==> config.mk <==
export PLATFORM = sky130hd
export DESIGN_NAME = ex_operand_stage_flat
export DESIGN_NICKNAME = d
export VERILOG_FILES = /design/src/rtl/core_pkg.sv /design/src/rtl/ex_operand_stage_if.sv /design/src/rtl/ex_operand_stage_fwd_mux.sv /design/src/rtl/ex_operand_stage.sv /design/src/flat_wrapper.sv
export SDC_FILE = /design/constraint.sdc
export NUM_CORES = 1
export LEC_CHECK = 0
export CAP_MARGIN = 20
export CORE_MARGIN = 5
export CORE_UTILIZATION = 45
export DETAILED_ROUTE_END_ITERATION = 6
export GPL_TIMING_DRIVEN = 0
export PLACE_DENSITY = 0.9
export SLEW_MARGIN = 0
export SYNTH_ARGS = -nofsm -noshare
export SYNTH_HDL_FRONTEND = slang
export SYNTH_SLANG_ARGS = --single-unit
==> constraint.sdc <==
create_clock -name clk -period 4.94 [get_ports clk]
set_clock_uncertainty 0.2 [all_clocks]
set_input_delay 0.494 -clock clk [delete_from_list [all_inputs] [get_ports clk]]
set_output_delay 0.494 -clock clk [all_outputs]
set_load 0.05 [all_outputs]
==> src/rtl/core_pkg.sv <==
// core_pkg: shared widths, ALU Card codes and the ID/EX slot record for the RV32 core.
package core_pkg;
  localparam int XLEN = 32;
  localparam int CARD_W = 5;
  localparam int REG_W = 5;
  typedef logic [XLEN-1:0] word_t;
  typedef logic [CARD_W-1:0] card_t;
  typedef logic [REG_W-1:0] reg_t;
  localparam card_t NOP_CARD = 5'b00000;
  localparam card_t OP_1 = 5'd1;
  localparam card_t OP_2 = 5'd2;
  localparam card_t OP_3 = 5'd3;
  localparam card_t OP_4 = 5'd4;
  localparam card_t OP_5 = 5'd5;
  localparam card_t OP_6 = 5'd6;
  localparam card_t OP_7 = 5'd7;
  localparam card_t OP_8 = 5'd8;
  localparam card_t OP_9 = 5'd9;
  localparam card_t OP_10 = 5'd10;
  localparam card_t OP_11 = 5'd11;
  localparam card_t OP_12 = 5'd12;
  localparam card_t OP_13 = 5'd13;
  localparam card_t OP_14 = 5'd14;
  localparam card_t OP_15 = 5'd15;
  localparam card_t OP_16 = 5'd16;
  typedef struct packed {
    logic  valid;
    word_t pc;
    word_t rs1_data;
    word_t rs2_data;
    word_t imm;
    reg_t  rs1_addr;
    reg_t  rs2_addr;
    reg_t  rd;
    card_t card;
    logic  cin;
    logic  use_pc;
    logic  use_imm;
    logic  reg_write;
    logic  mem_read;
    logic  mem_write;
  } ex_slot_t;
  // x0 is hardwired zero, so a write to it must never be forwarded
  function automatic logic fwd_hit(input logic we, input reg_t rd, input reg_t rs);
    return we && (rd != '0) && (rd == rs);
  endfunction
endpackage

==> src/rtl/ex_operand_stage_if.sv <==
// ex_operand_stage_if: ID fields, pipeline control, bypass sources and ALU/EX outputs of the operand stage.
interface ex_operand_stage_if;
  import core_pkg::*;
  logic  id_valid;
  word_t id_pc;
  word_t id_rs1_data;
  word_t id_rs2_data;
  word_t id_imm;
  reg_t  id_rs1_addr;
  reg_t  id_rs2_addr;
  reg_t  id_rd_addr;
  card_t id_card;
  logic  id_cin;
  logic  id_use_pc;
  logic  id_use_imm;
  logic  id_reg_write;
  logic  id_mem_read;
  logic  id_mem_write;
  logic  stall_in;
  logic  flush_in;
  reg_t  exmem_rd;
  logic  exmem_reg_write;
  word_t exmem_result;
  reg_t  memwb_rd;
  logic  memwb_reg_write;
  word_t memwb_result;
  word_t alu_a;
  word_t alu_b;
  logic  alu_cin;
  card_t alu_card;
  logic  ex_valid;
  word_t ex_pc;
  reg_t  ex_rd_addr;
  logic  ex_reg_write;
  logic  ex_mem_read;
  logic  ex_mem_write;
  word_t ex_store_data;
  logic  id_hold;
  modport master (
    output id_valid, id_pc, id_rs1_data, id_rs2_data, id_imm, id_rs1_addr, id_rs2_addr, id_rd_addr,
           id_card, id_cin, id_use_pc, id_use_imm, id_reg_write, id_mem_read, id_mem_write,
           stall_in, flush_in, exmem_rd, exmem_reg_write, exmem_result, memwb_rd, memwb_reg_write, memwb_result,
    input  alu_a, alu_b, alu_cin, alu_card, ex_valid, ex_pc, ex_rd_addr, ex_reg_write, ex_mem_read,
           ex_mem_write, ex_store_data, id_hold
  );
  modport slave (
    input  id_valid, id_pc, id_rs1_data, id_rs2_data, id_imm, id_rs1_addr, id_rs2_addr, id_rd_addr,
           id_card, id_cin, id_use_pc, id_use_imm, id_reg_write, id_mem_read, id_mem_write,
           stall_in, flush_in, exmem_rd, exmem_reg_write, exmem_result, memwb_rd, memwb_reg_write, memwb_result,
    output alu_a, alu_b, alu_cin, alu_card, ex_valid, ex_pc, ex_rd_addr, ex_reg_write, ex_mem_read,
           ex_mem_write, ex_store_data, id_hold
  );
endinterface

==> src/rtl/ex_operand_stage_fwd_mux.sv <==
// fwd_mux: priority bypass select for one operand; the youngest producer (EX/MEM) wins over MEM/WB.
module fwd_mux
  import core_pkg::*;
(
  input  reg_t  rs,
  input  word_t rf_data,
  input  logic  exmem_we,
  input  reg_t  exmem_rd,
  input  word_t exmem_res,
  input  logic  memwb_we,
  input  reg_t  memwb_rd,
  input  word_t memwb_res,
  output word_t data
);
  assign data = fwd_hit(exmem_we, exmem_rd, rs) ? exmem_res :
                fwd_hit(memwb_we, memwb_rd, rs) ? memwb_res : rf_data;
endmodule

==> src/rtl/ex_operand_stage.sv <==
// ex_operand_stage: ID/EX register with load-use bubble insertion and forwarded ALU operands.
module ex_operand_stage
  import core_pkg::*;
(
  input logic clk,
  input logic rst_n,
  ex_operand_stage_if.slave bus
);
  localparam ex_slot_t BUBBLE = '{card: NOP_CARD, default: '0};
  ex_slot_t slot_q, slot_d, id_slot, held;
  word_t fwd_rs1, fwd_rs2;
  logic id_hold;
  fwd_mux u_fwd_rs1 (
    .rs(slot_q.rs1_addr), .rf_data(slot_q.rs1_data),
    .exmem_we(bus.exmem_reg_write), .exmem_rd(bus.exmem_rd), .exmem_res(bus.exmem_result),
    .memwb_we(bus.memwb_reg_write), .memwb_rd(bus.memwb_rd), .memwb_res(bus.memwb_result),
    .data(fwd_rs1)
  );
  fwd_mux u_fwd_rs2 (
    .rs(slot_q.rs2_addr), .rf_data(slot_q.rs2_data),
    .exmem_we(bus.exmem_reg_write), .exmem_rd(bus.exmem_rd), .exmem_res(bus.exmem_result),
    .memwb_we(bus.memwb_reg_write), .memwb_rd(bus.memwb_rd), .memwb_res(bus.memwb_result),
    .data(fwd_rs2)
  );
  always_comb begin
    id_hold = slot_q.valid && slot_q.mem_read && (slot_q.rd != '0) &&
              ((slot_q.rd == bus.id_rs1_addr) || (slot_q.rd == bus.id_rs2_addr)) &&
              bus.id_valid && !bus.flush_in;
    id_slot = '{valid: 1'b1, pc: bus.id_pc, rs1_data: bus.id_rs1_data, rs2_data: bus.id_rs2_data,
                imm: bus.id_imm, rs1_addr: bus.id_rs1_addr, rs2_addr: bus.id_rs2_addr,
                rd: bus.id_rd_addr, card: bus.id_card, cin: bus.id_cin, use_pc: bus.id_use_pc,
                use_imm: bus.id_use_imm, reg_write: bus.id_reg_write, mem_read: bus.id_mem_read,
                mem_write: bus.id_mem_write};
    // a held slot re-latches its bypassed operands so a producer retiring during the stall is kept
    held = slot_q;
    held.rs1_data = fwd_rs1;
    held.rs2_data = fwd_rs2;
    slot_d = bus.flush_in ? BUBBLE :
             bus.stall_in ? held :
             (id_hold || !bus.id_valid) ? BUBBLE : id_slot;
  end
  always_ff @(posedge clk or negedge rst_n) begin
    if (!rst_n) slot_q <= BUBBLE;
    else slot_q <= slot_d;
  end
  assign bus.alu_a = slot_q.use_pc ? slot_q.pc : fwd_rs1;
  assign bus.alu_b = slot_q.use_imm ? slot_q.imm : fwd_rs2;
  assign bus.alu_cin = slot_q.cin;
  assign bus.alu_card = slot_q.card;
  assign bus.ex_valid = slot_q.valid;
  assign bus.ex_pc = slot_q.pc;
  assign bus.ex_rd_addr = slot_q.rd;
  assign bus.ex_reg_write = slot_q.valid & slot_q.reg_write;
  assign bus.ex_mem_read = slot_q.valid & slot_q.mem_read;
  assign bus.ex_mem_write = slot_q.valid & slot_q.mem_write;
  assign bus.ex_store_data = fwd_rs2;
  assign bus.id_hold = id_hold;
endmodule

==> src/flat_wrapper.sv <==
// flat-port wrapper written by rule: the top's interface ports become plain ports
module ex_operand_stage_flat import core_pkg::*;
  (clk, rst_n, bus_id_valid, bus_id_pc, bus_id_rs1_data, bus_id_rs2_data, bus_id_imm, bus_id_rs1_addr, bus_id_rs2_addr, bus_id_rd_addr, bus_id_card, bus_id_cin, bus_id_use_pc, bus_id_use_imm, bus_id_reg_write, bus_id_mem_read, bus_id_mem_write, bus_stall_in, bus_flush_in, bus_exmem_rd, bus_exmem_reg_write, bus_exmem_result, bus_memwb_rd, bus_memwb_reg_write, bus_memwb_result, bus_alu_a, bus_alu_b, bus_alu_cin, bus_alu_card, bus_ex_valid, bus_ex_pc, bus_ex_rd_addr, bus_ex_reg_write, bus_ex_mem_read, bus_ex_mem_write, bus_ex_store_data, bus_id_hold);
  ex_operand_stage_if bus_i ();
  input logic clk;
  input logic rst_n;
  input wire logic [$bits(bus_i.id_valid)-1:0] bus_id_valid;
  input wire logic [$bits(bus_i.id_pc)-1:0] bus_id_pc;
  input wire logic [$bits(bus_i.id_rs1_data)-1:0] bus_id_rs1_data;
  input wire logic [$bits(bus_i.id_rs2_data)-1:0] bus_id_rs2_data;
  input wire logic [$bits(bus_i.id_imm)-1:0] bus_id_imm;
  input wire logic [$bits(bus_i.id_rs1_addr)-1:0] bus_id_rs1_addr;
  input wire logic [$bits(bus_i.id_rs2_addr)-1:0] bus_id_rs2_addr;
  input wire logic [$bits(bus_i.id_rd_addr)-1:0] bus_id_rd_addr;
  input wire logic [$bits(bus_i.id_card)-1:0] bus_id_card;
  input wire logic [$bits(bus_i.id_cin)-1:0] bus_id_cin;
  input wire logic [$bits(bus_i.id_use_pc)-1:0] bus_id_use_pc;
  input wire logic [$bits(bus_i.id_use_imm)-1:0] bus_id_use_imm;
  input wire logic [$bits(bus_i.id_reg_write)-1:0] bus_id_reg_write;
  input wire logic [$bits(bus_i.id_mem_read)-1:0] bus_id_mem_read;
  input wire logic [$bits(bus_i.id_mem_write)-1:0] bus_id_mem_write;
  input wire logic [$bits(bus_i.stall_in)-1:0] bus_stall_in;
  input wire logic [$bits(bus_i.flush_in)-1:0] bus_flush_in;
  input wire logic [$bits(bus_i.exmem_rd)-1:0] bus_exmem_rd;
  input wire logic [$bits(bus_i.exmem_reg_write)-1:0] bus_exmem_reg_write;
  input wire logic [$bits(bus_i.exmem_result)-1:0] bus_exmem_result;
  input wire logic [$bits(bus_i.memwb_rd)-1:0] bus_memwb_rd;
  input wire logic [$bits(bus_i.memwb_reg_write)-1:0] bus_memwb_reg_write;
  input wire logic [$bits(bus_i.memwb_result)-1:0] bus_memwb_result;
  output wire logic [$bits(bus_i.alu_a)-1:0] bus_alu_a;
  output wire logic [$bits(bus_i.alu_b)-1:0] bus_alu_b;
  output wire logic [$bits(bus_i.alu_cin)-1:0] bus_alu_cin;
  output wire logic [$bits(bus_i.alu_card)-1:0] bus_alu_card;
  output wire logic [$bits(bus_i.ex_valid)-1:0] bus_ex_valid;
  output wire logic [$bits(bus_i.ex_pc)-1:0] bus_ex_pc;
  output wire logic [$bits(bus_i.ex_rd_addr)-1:0] bus_ex_rd_addr;
  output wire logic [$bits(bus_i.ex_reg_write)-1:0] bus_ex_reg_write;
  output wire logic [$bits(bus_i.ex_mem_read)-1:0] bus_ex_mem_read;
  output wire logic [$bits(bus_i.ex_mem_write)-1:0] bus_ex_mem_write;
  output wire logic [$bits(bus_i.ex_store_data)-1:0] bus_ex_store_data;
  output wire logic [$bits(bus_i.id_hold)-1:0] bus_id_hold;
  assign bus_i.id_valid = bus_id_valid;
  assign bus_i.id_pc = bus_id_pc;
  assign bus_i.id_rs1_data = bus_id_rs1_data;
  assign bus_i.id_rs2_data = bus_id_rs2_data;
  assign bus_i.id_imm = bus_id_imm;
  assign bus_i.id_rs1_addr = bus_id_rs1_addr;
  assign bus_i.id_rs2_addr = bus_id_rs2_addr;
  assign bus_i.id_rd_addr = bus_id_rd_addr;
  assign bus_i.id_card = bus_id_card;
  assign bus_i.id_cin = bus_id_cin;
  assign bus_i.id_use_pc = bus_id_use_pc;
  assign bus_i.id_use_imm = bus_id_use_imm;
  assign bus_i.id_reg_write = bus_id_reg_write;
  assign bus_i.id_mem_read = bus_id_mem_read;
  assign bus_i.id_mem_write = bus_id_mem_write;
  assign bus_i.stall_in = bus_stall_in;
  assign bus_i.flush_in = bus_flush_in;
  assign bus_i.exmem_rd = bus_exmem_rd;
  assign bus_i.exmem_reg_write = bus_exmem_reg_write;
  assign bus_i.exmem_result = bus_exmem_result;
  assign bus_i.memwb_rd = bus_memwb_rd;
  assign bus_i.memwb_reg_write = bus_memwb_reg_write;
  assign bus_i.memwb_result = bus_memwb_result;
  assign bus_alu_a = bus_i.alu_a;
  assign bus_alu_b = bus_i.alu_b;
  assign bus_alu_cin = bus_i.alu_cin;
  assign bus_alu_card = bus_i.alu_card;
  assign bus_ex_valid = bus_i.ex_valid;
  assign bus_ex_pc = bus_i.ex_pc;
  assign bus_ex_rd_addr = bus_i.ex_rd_addr;
  assign bus_ex_reg_write = bus_i.ex_reg_write;
  assign bus_ex_mem_read = bus_i.ex_mem_read;
  assign bus_ex_mem_write = bus_i.ex_mem_write;
  assign bus_ex_store_data = bus_i.ex_store_data;
  assign bus_id_hold = bus_i.id_hold;
  ex_operand_stage u_core (.clk(clk), .rst_n(rst_n), .bus(bus_i));
endmodule
==> results of run 1 <==
worst min-delay path by stage:
stage                    start                endpoint  slack, ps  cells past startpoint
6_report        u_core.held[2]          u_core.held[2]        300                      1
5_1_grt        u_core.held[35]         u_core.held[35]        310                      1
4_1_cts        u_core.held[30]         u_core.held[30]        300                      1
3_5_place_dp   u_core.held[55]         u_core.held[55]        280                      1
3_3_place_gp   u_core.held[28]         u_core.held[28]        280                      1
2_1_floorplan            rst_n  u_core.bus.alu_card[0]         -2                      0
cell usage in the layout, fill, tap and decap left out, drive strengths merged, types with 3 or more instances in the layout:
cell,count
dfrtp,155
a22o,122
xor2,10
clkbuf,96
or2,3
nand3,3
nand2,35
and2,3
xnor2,20
nand4,34
nor3,35
buf,101
o21ai,33
inv,3
o31ai,64
clkdlybuf4s50,377
mux2,32
a221oi,32
bufinv,3
and3,32
nor2,36
a31oi,33
o2bb2ai,32
final cells by class:
type / count / area (um^2)
Antenna cell: 2 / 5.005
Clock inverter: 8 / 130.1
Buffer: 172 / 967.2
Sequential cell: 155 / 3879
Timing Repair Buffer: 380 / 3822
Fill cell: 1465 / 5778
Tap cell: 265 / 331.6
Multi-Input combinational cell: 571 / 4115
Clock buffer: 23 / 498.0
through the flow:
step | hold slack (ps) | power [W] | util (%) | instances | worst slack (ps)
after floorplan | -1.591 | 0.001909 | - | 898 | 1303
after global placement | 276.7 | 0.002370 | 66.92 | 1541 | -3229
after detailed placement | 276.6 | 0.002387 | 67.06 | 1542 | 32.62
after CTS | 300.2 | 0.003784 | 70.33 | 1574 | 17.39
after global routing | 310.6 | 0.003908 | 70.41 | 1576 | 137.0
final | 300.8 | 0.003797 | 70.41 | 1576 | 234.0
sequential cells by signal (all words and copies together), names as in the netlist:
| signal | flops |
|---|---|
| u_core.slot_q | 64 |
| u_core.held | 47 |
| u_core.bus.ex_pc | 32 |
| u_core.bus.alu_card | 5 |
| u_core.bus.ex_rd_addr | 5 |
| u_core.bus.alu_cin | 1 |
| u_core.bus.ex_valid | 1 |
cell usage after synthesis, drive strengths merged (32+ instances only):
master	number
dfrtp	155
o31ai	64
a31oi	33
nor3	35
nand2	35
o2bb2ai	32
o21ai	33
a221oi	32
buf	99
and3	32
mux2	32
a22o	122
nand4	34
nor2	36
clkbuf	73
repair_timing:
action / 4_1_cts / 5_1_grt
setup endpoints to repair: 0 / 37
hold buffers: 1 / 0
endpoints found under the hold margin: 68 / 0
gates resized for setup: 0 / 2
cell families (layout without fill, tap and decap cells):
logic type | count (synthesis) | after routing | share of synthesized area, %
multiplexers | 32 | 32 | 4.026
AND/OR/NAND/NOR | 188 | 188 | 10.68
flip-flops | 155 | 155 | 43.33
other | 0 | 2 | 0
XOR/XNOR | 30 | 30 | 2.935
buffers and inverters | 172 | 583 | 10.81
AO/OA/AOI/OAI | 321 | 321 | 28.22
power by group:
part | switching [W] | internal [W]
registers | 0.0000332 | 0.00132
logic | 0.000589 | 0.000435
clock network | 0.000554 | 0.000866
total | 0.00118 | 0.00262
critical path: cells and delay by family:
kind | cells | cell delay (ps)
buf+inv | 4 | 2190
compound gates | 2 | 670
mux | 1 | 280
xor+xnor | 1 | 220
simple gates | 1 | 150
per-layer routing:
metal  vias up  GRT usage (%)  part of all wire [%]
met2       612          54.83                    49
met1      4589          37.98                    38
met3       103          9.037                    10
li1       4190              -                     -
met4         0          12.60                   3.6
met5         -              0                     0
==> results.json, run 1 <==
{
  "status": "finished, violations left",
  "violations": "design-rule violations",
  "setup.reg_to_reg.worst_slack_ps": 2090,
  "drive_gt1_share_pct": 12.83,
  "required_ps": 4250,
  "crit_arrival_ps": 4010,
  "antenna_found_initial": 2,
  "worstMarginPinSlew_ps": 823.4,
  "ys.flop_type": "dfrtp_1",
  "overflow": 0,
  "power.density_nw_per_um2": 276.2,
  "relSlewSlack_pct": 45.11,
  "area_growth_pct": 53.59,
  "yosysWarnings": 0,
  "grt_usage_pct": 31.98,
  "drt_iter0_drc": 871,
  "cp-end-kind": "output pin",
  "grt_pass1_vias": 9830,
  "finalHoldViolCount": 0,
  "dp.final_hpwl_mm": 28.88,
  "die_y_um": 151.0,
  "gp_congestion": 0.9552,
  "final_cell_area_um2": 13750,
  "rows": 51,
  "hp-class": "register to register",
  "cts_tree": "yes",
  "drcViolationCount": 2,
  "clk_latency_ps": 440,
  "worstSetupStartpoint": "bus_memwb_rd[1]",
  "port_buffers": 378,
  "finalMaxSlewViolations": 0,
  "cp_max_fo": 10,
  "cp-start-kind": "primary input",
  "finalNetCount": 1532,
  "crit_chain": "clkdlybuf4s50_1, xor2_1, or3_1, clkbuf_1, clkbuf_1, o31ai_1, a31oi_1, mux2_2, clkdlybuf4s50_1",
  "cts_buffer_depth": 2,
  "placed_area_um2": 13100,
  "synth_area_um2": 8951,
  "synth_largest_area_cell": "dfrtp_1",
  "crit_type": "primary input to output pin",
  "max_stage_delay_ps": 810,
  "syn_inst": 898,
  "yosysUniqueCellTypes": 35,
  "yosysSeqAreaShare_pct": 43.33,
  "ant_nets": 0,
  "fmax_mhz": 212.5,
  "cts_buffers": 17,
  "min_period_over_period_pct": 95.26,
  "syn-num-nets": 1133,
  "die_w_um": 151.0,
  "p_leak_nw": 5.713,
  "async_reset_ff_share_pct": 100.0,
  "drt-vias-per-instance": 6.024,
  "drtPass1Iterations": 7,
  "maxCapViolations": 0,
  "grt_pass1_wl_mm": 55.52,
  "routed_wl_mm": 37.55,
  "peakVddDrop_mv": 0.2226,
  "synth_area_leaders": "dfrtp_1, a22o_1, buf_4, o31ai_1, mux2_2",
  "cts_setup_buffers": 0,
  "dieArea_um2": 22810,
  "grt_max_degree": 88,
  "root_buffer": "clkbuf_16",
  "synth_edf_count": 0,
  "setup_tns_ps": 0,
  "r2r-end": "u_core.slot_q[94]",
  "coreArea_um2": 19530,
  "initial_utilization_pct": 45.84,
  "vias": 9494,
  "min_period_ps": 4706,
  "yosys.area.top_type_share_pct": 43.33,
  "synth.avg_cell_area_um2": 9.968,
  "endpoint": "bus_alu_b[22]",
  "critPathSlowestCell": "clkdlybuf4s50_1",
  "grt_setup_unrepaired": "false",
  "reg2reg_depth": 6,
  "clkSinkCount": 155,
  "clkTransAtPathRegs_ps": 70,
  "setup_viol": 0,
  "wl_per_cell_um": 23.82,
  "ys_ff_latch": 155,
  "io_pins": 379,
  "reg2reg_from": "u_core.held[23]",
  "ctsHtreeMaxLevel": 4
}
Note: power is estimated with default switching activity, not from simulation.
==> inputs of run 2 (changes only) <==
--- a/config.mk
+++ b/config.mk
@@ -8,7 +8,9 @@
 export CAP_MARGIN = 20
+export CELL_PAD_IN_SITES_DETAIL_PLACEMENT = 1
+export CELL_PAD_IN_SITES_GLOBAL_PLACEMENT = 1
 export CORE_MARGIN = 5
-export CORE_UTILIZATION = 45
+export CORE_UTILIZATION = 34
 export DETAILED_ROUTE_END_ITERATION = 6
 export GPL_TIMING_DRIVEN = 0
-export PLACE_DENSITY = 0.9
+export PLACE_DENSITY = 0.92
 export SLEW_MARGIN = 0
==> constraint.sdc (replaced) <==
create_clock -name clk -period 4.94 [get_ports clk]
set_clock_uncertainty 0.2 [all_clocks]
set_input_delay 0.988 -clock clk [delete_from_list [all_inputs] [get_ports clk]]
set_output_delay 0.988 -clock clk [all_outputs]
set_load 0.05 [all_outputs]
==> run 2 against run 1 <==
The run ends with negative setup slack left. Sequential share of layout area shrank 0.10 points. Cell count is 4.4% higher. Total power is 0.21% higher. Global-route usage shrank 3.8 points. Fmax shrank 5.1%. Utilization fell by 17 points. Clock-buffer cell count down 5. Critical endpoint is now bus_alu_a[0].
==> results.json, run 2 (synthesis results as in run 1) <==
{
  "status": "finished, violations left",
  "violations": "negative setup slack",
  "drcViolationCount": 0,
  "cp_common_cell": "buf_2",
  "grt_max_degree": 95,
  "setup.reg_to_reg.worst_slack_ps": 2040,
  "critPathSlowestCell": "or4_1",
  "vias": 9470,
  "switchingPower_w": 0.001235,
  "ant_nets": 0,
  "layout_common_cells": "clkdlybuf4s50_1, dfrtp_1, a22o_1, buf_4, buf_2",
  "worstMarginPinSlew_ps": 903.8,
  "cp-end-kind": "output pin",
  "grt_usage_pct": 28.15,
  "placed_area_um2": 13190,
  "ctsHtreeMaxLevel": 4,
  "min_period_ps": 4957,
  "crit_arrival_ps": 3770,
  "grt_setup_unrepaired": "true",
  "reg2reg_from": "u_core.bus.ex_rd_addr[0]",
  "cts_buffers": 17,
  "fmax_mhz": 201.8,
  "reg2reg_depth": 6,
  "crit_chain": "clkdlybuf4s50_1, or4_1, o21a_1, buf_2, buf_2, a221oi_1, o31ai_1, clkdlybuf4s15_2",
  "crit_type": "primary input to output pin",
  "fillers": 2901,
  "worst_slack_ps": -16.54,
  "setup_viol": 2,
  "dp_slack_ps": -952.8,
  "path_buf_inv": 4,
  "cts_tree": "yes",
  "p_sw_share_pct": 32.46,
  "rows": 59,
  "largest_reg_flops": 64,
  "die_w_um": 172.3,
  "io_pins": 379,
  "wl_per_cell_um": 26.34,
  "maxCapViolations": 0,
  "antenna_found_initial": 3,
  "cp_max_fo": 10,
  "root_buffer": "clkbuf_16",
  "pwr-share-comb_pct": 26.9,
  "min_period_over_period_pct": 100.3,
  "p_clk_share_pct": 37.5,
  "power_frac_seq_pct": 35.6,
  "finalHoldViolCount": 0,
  "cp-start-kind": "primary input",
  "power.density_nw_per_um2": 275.7,
  "drt_iter0_drc": 775,
  "ctsHoldBuffers": 0,
  "cts_buffer_depth": 2,
  "gp_congestion": 0.8838,
  "whs_ps": 290.7,
  "finalNetCount": 1533,
  "clkTransAtPathRegs_ps": 70,
  "r2r-end": "u_core.slot_q[72]",
  "clk_latency_ps": 430,
  "dp.final_hpwl_mm": 33.09,
  "relSlewSlack_pct": 39.75,
  "routed_wl_mm": 43.33,
  "p_leak_nw": 5.924,
  "final_cell_area_um2": 13800,
  "grt_pass1_wl_mm": 63.50,
  "clkSinkCount": 155,
  "peakVddDrop_mv": 0.1822,
  "finalMaxSlewViolations": 0,
  "die_y_um": 172.3,
  "area_growth_pct": 54.17,
  "grt_pass1_vias": 10460,
  "dieArea_um2": 29670,
  "path_delay_family": "buffers and inverters",
  "drt-vias-per-instance": 5.757,
  "drtPass1Iterations": 5,
  "max_stage_delay_ps": 620,
  "coreArea_um2": 25980,
  "drive_gt1_share_pct": 23.85,
  "port_buffers": 378,
  "finalPower_w": 0.003805,
  "hp-class": "primary input to async pin",
  "p_int_w": 0.002570,
  "required_ps": 3750,
  "overflow": 0,
  "initial_utilization_pct": 34.45,
  "final_common_cell": "clkdlybuf4s50_1",
  "largest_register": "u_core.slot_q"
}
-- run 2: changes by cell type in the layout (fill, tap and decap cells not counted), sizes merged, moves of 2 or more --
cell,previous run,this run
clkdlybuf4s15,0,24
inv,3,1
buf,101,157
clkinv,2,5
dlygate4sd2,0,2
clkdlybuf4s50,377,280
clkbuf,96,108
-- run 2: metal layers --
metal	wire length, um	up-vias	track usage, %
met2	21590	459	48.73
met3	3219	85	6.790
li1	-	4174	-
met4	1436	2	10.18
met1	17070	4750	34.15
met5	13	-	0
-- run 2: layout make-up --
cell class                 instances  area (um^2)  share of cell area, %
buffer                           170        991.0                  7.181
clock buffer                      18        429.2                  3.110
timing repair buffer             383         3545                  25.69
antenna                            2        5.005                0.03627
multi-input combinational        571         4359                  31.59
tap                              335        419.2                  3.037
clock inverter                    11        172.7                  1.251
sequential                       155         3879                  28.11
-- run 2: what timing repair did --
action	CTS	global route
setup buffers	3	0
resized for setup	412	91
setup endpoints to repair	96	78
pin swaps	1	1
-- run 2: power groups by stage --
| stage | registers (W) | clock network (W) | logic (W) |
|---|---|---|---|
| after global placement | 0.00137 | 0 | 0.00101 |
| after floorplan | 0.00137 | 0 | 0.000542 |
| after CTS | 0.00135 | 0.00143 | 0.00103 |
| final | 0.00135 | 0.00143 | 0.00102 |
| after detailed placement | 0.00138 | 0 | 0.00103 |
| after global routing | 0.00136 | 0.00148 | 0.00107 |
-- run 2: worst max path at each step --
stage               cells past startpoint  slack, ps            start               to
floorplan                               7        320  bus_exmem_rd[0]    bus_alu_a[10]
global placement                        1      -3980            rst_n  u_core.held[29]
detailed placement                      8       -950  bus_memwb_rd[1]    bus_alu_b[13]
CTS                                    10        -40  bus_exmem_rd[0]    bus_alu_b[13]
global route                            9       -100  bus_memwb_rd[2]    bus_alu_b[26]
finish                                  8        -20  bus_memwb_rd[2]     bus_alu_a[0]
-- run 2: per-stage QoR --
step	util (%)	TNS (ps)	std cells
2_1_floorplan	-	0	898
3_3_place_gp	50.62	-701700	1611
3_5_place_dp	50.78	-73270	1613
4_1_cts	53.42	-72.52	1644
5_1_grt	53.11	-247.1	1645
6_report	53.11	-20.81	1645
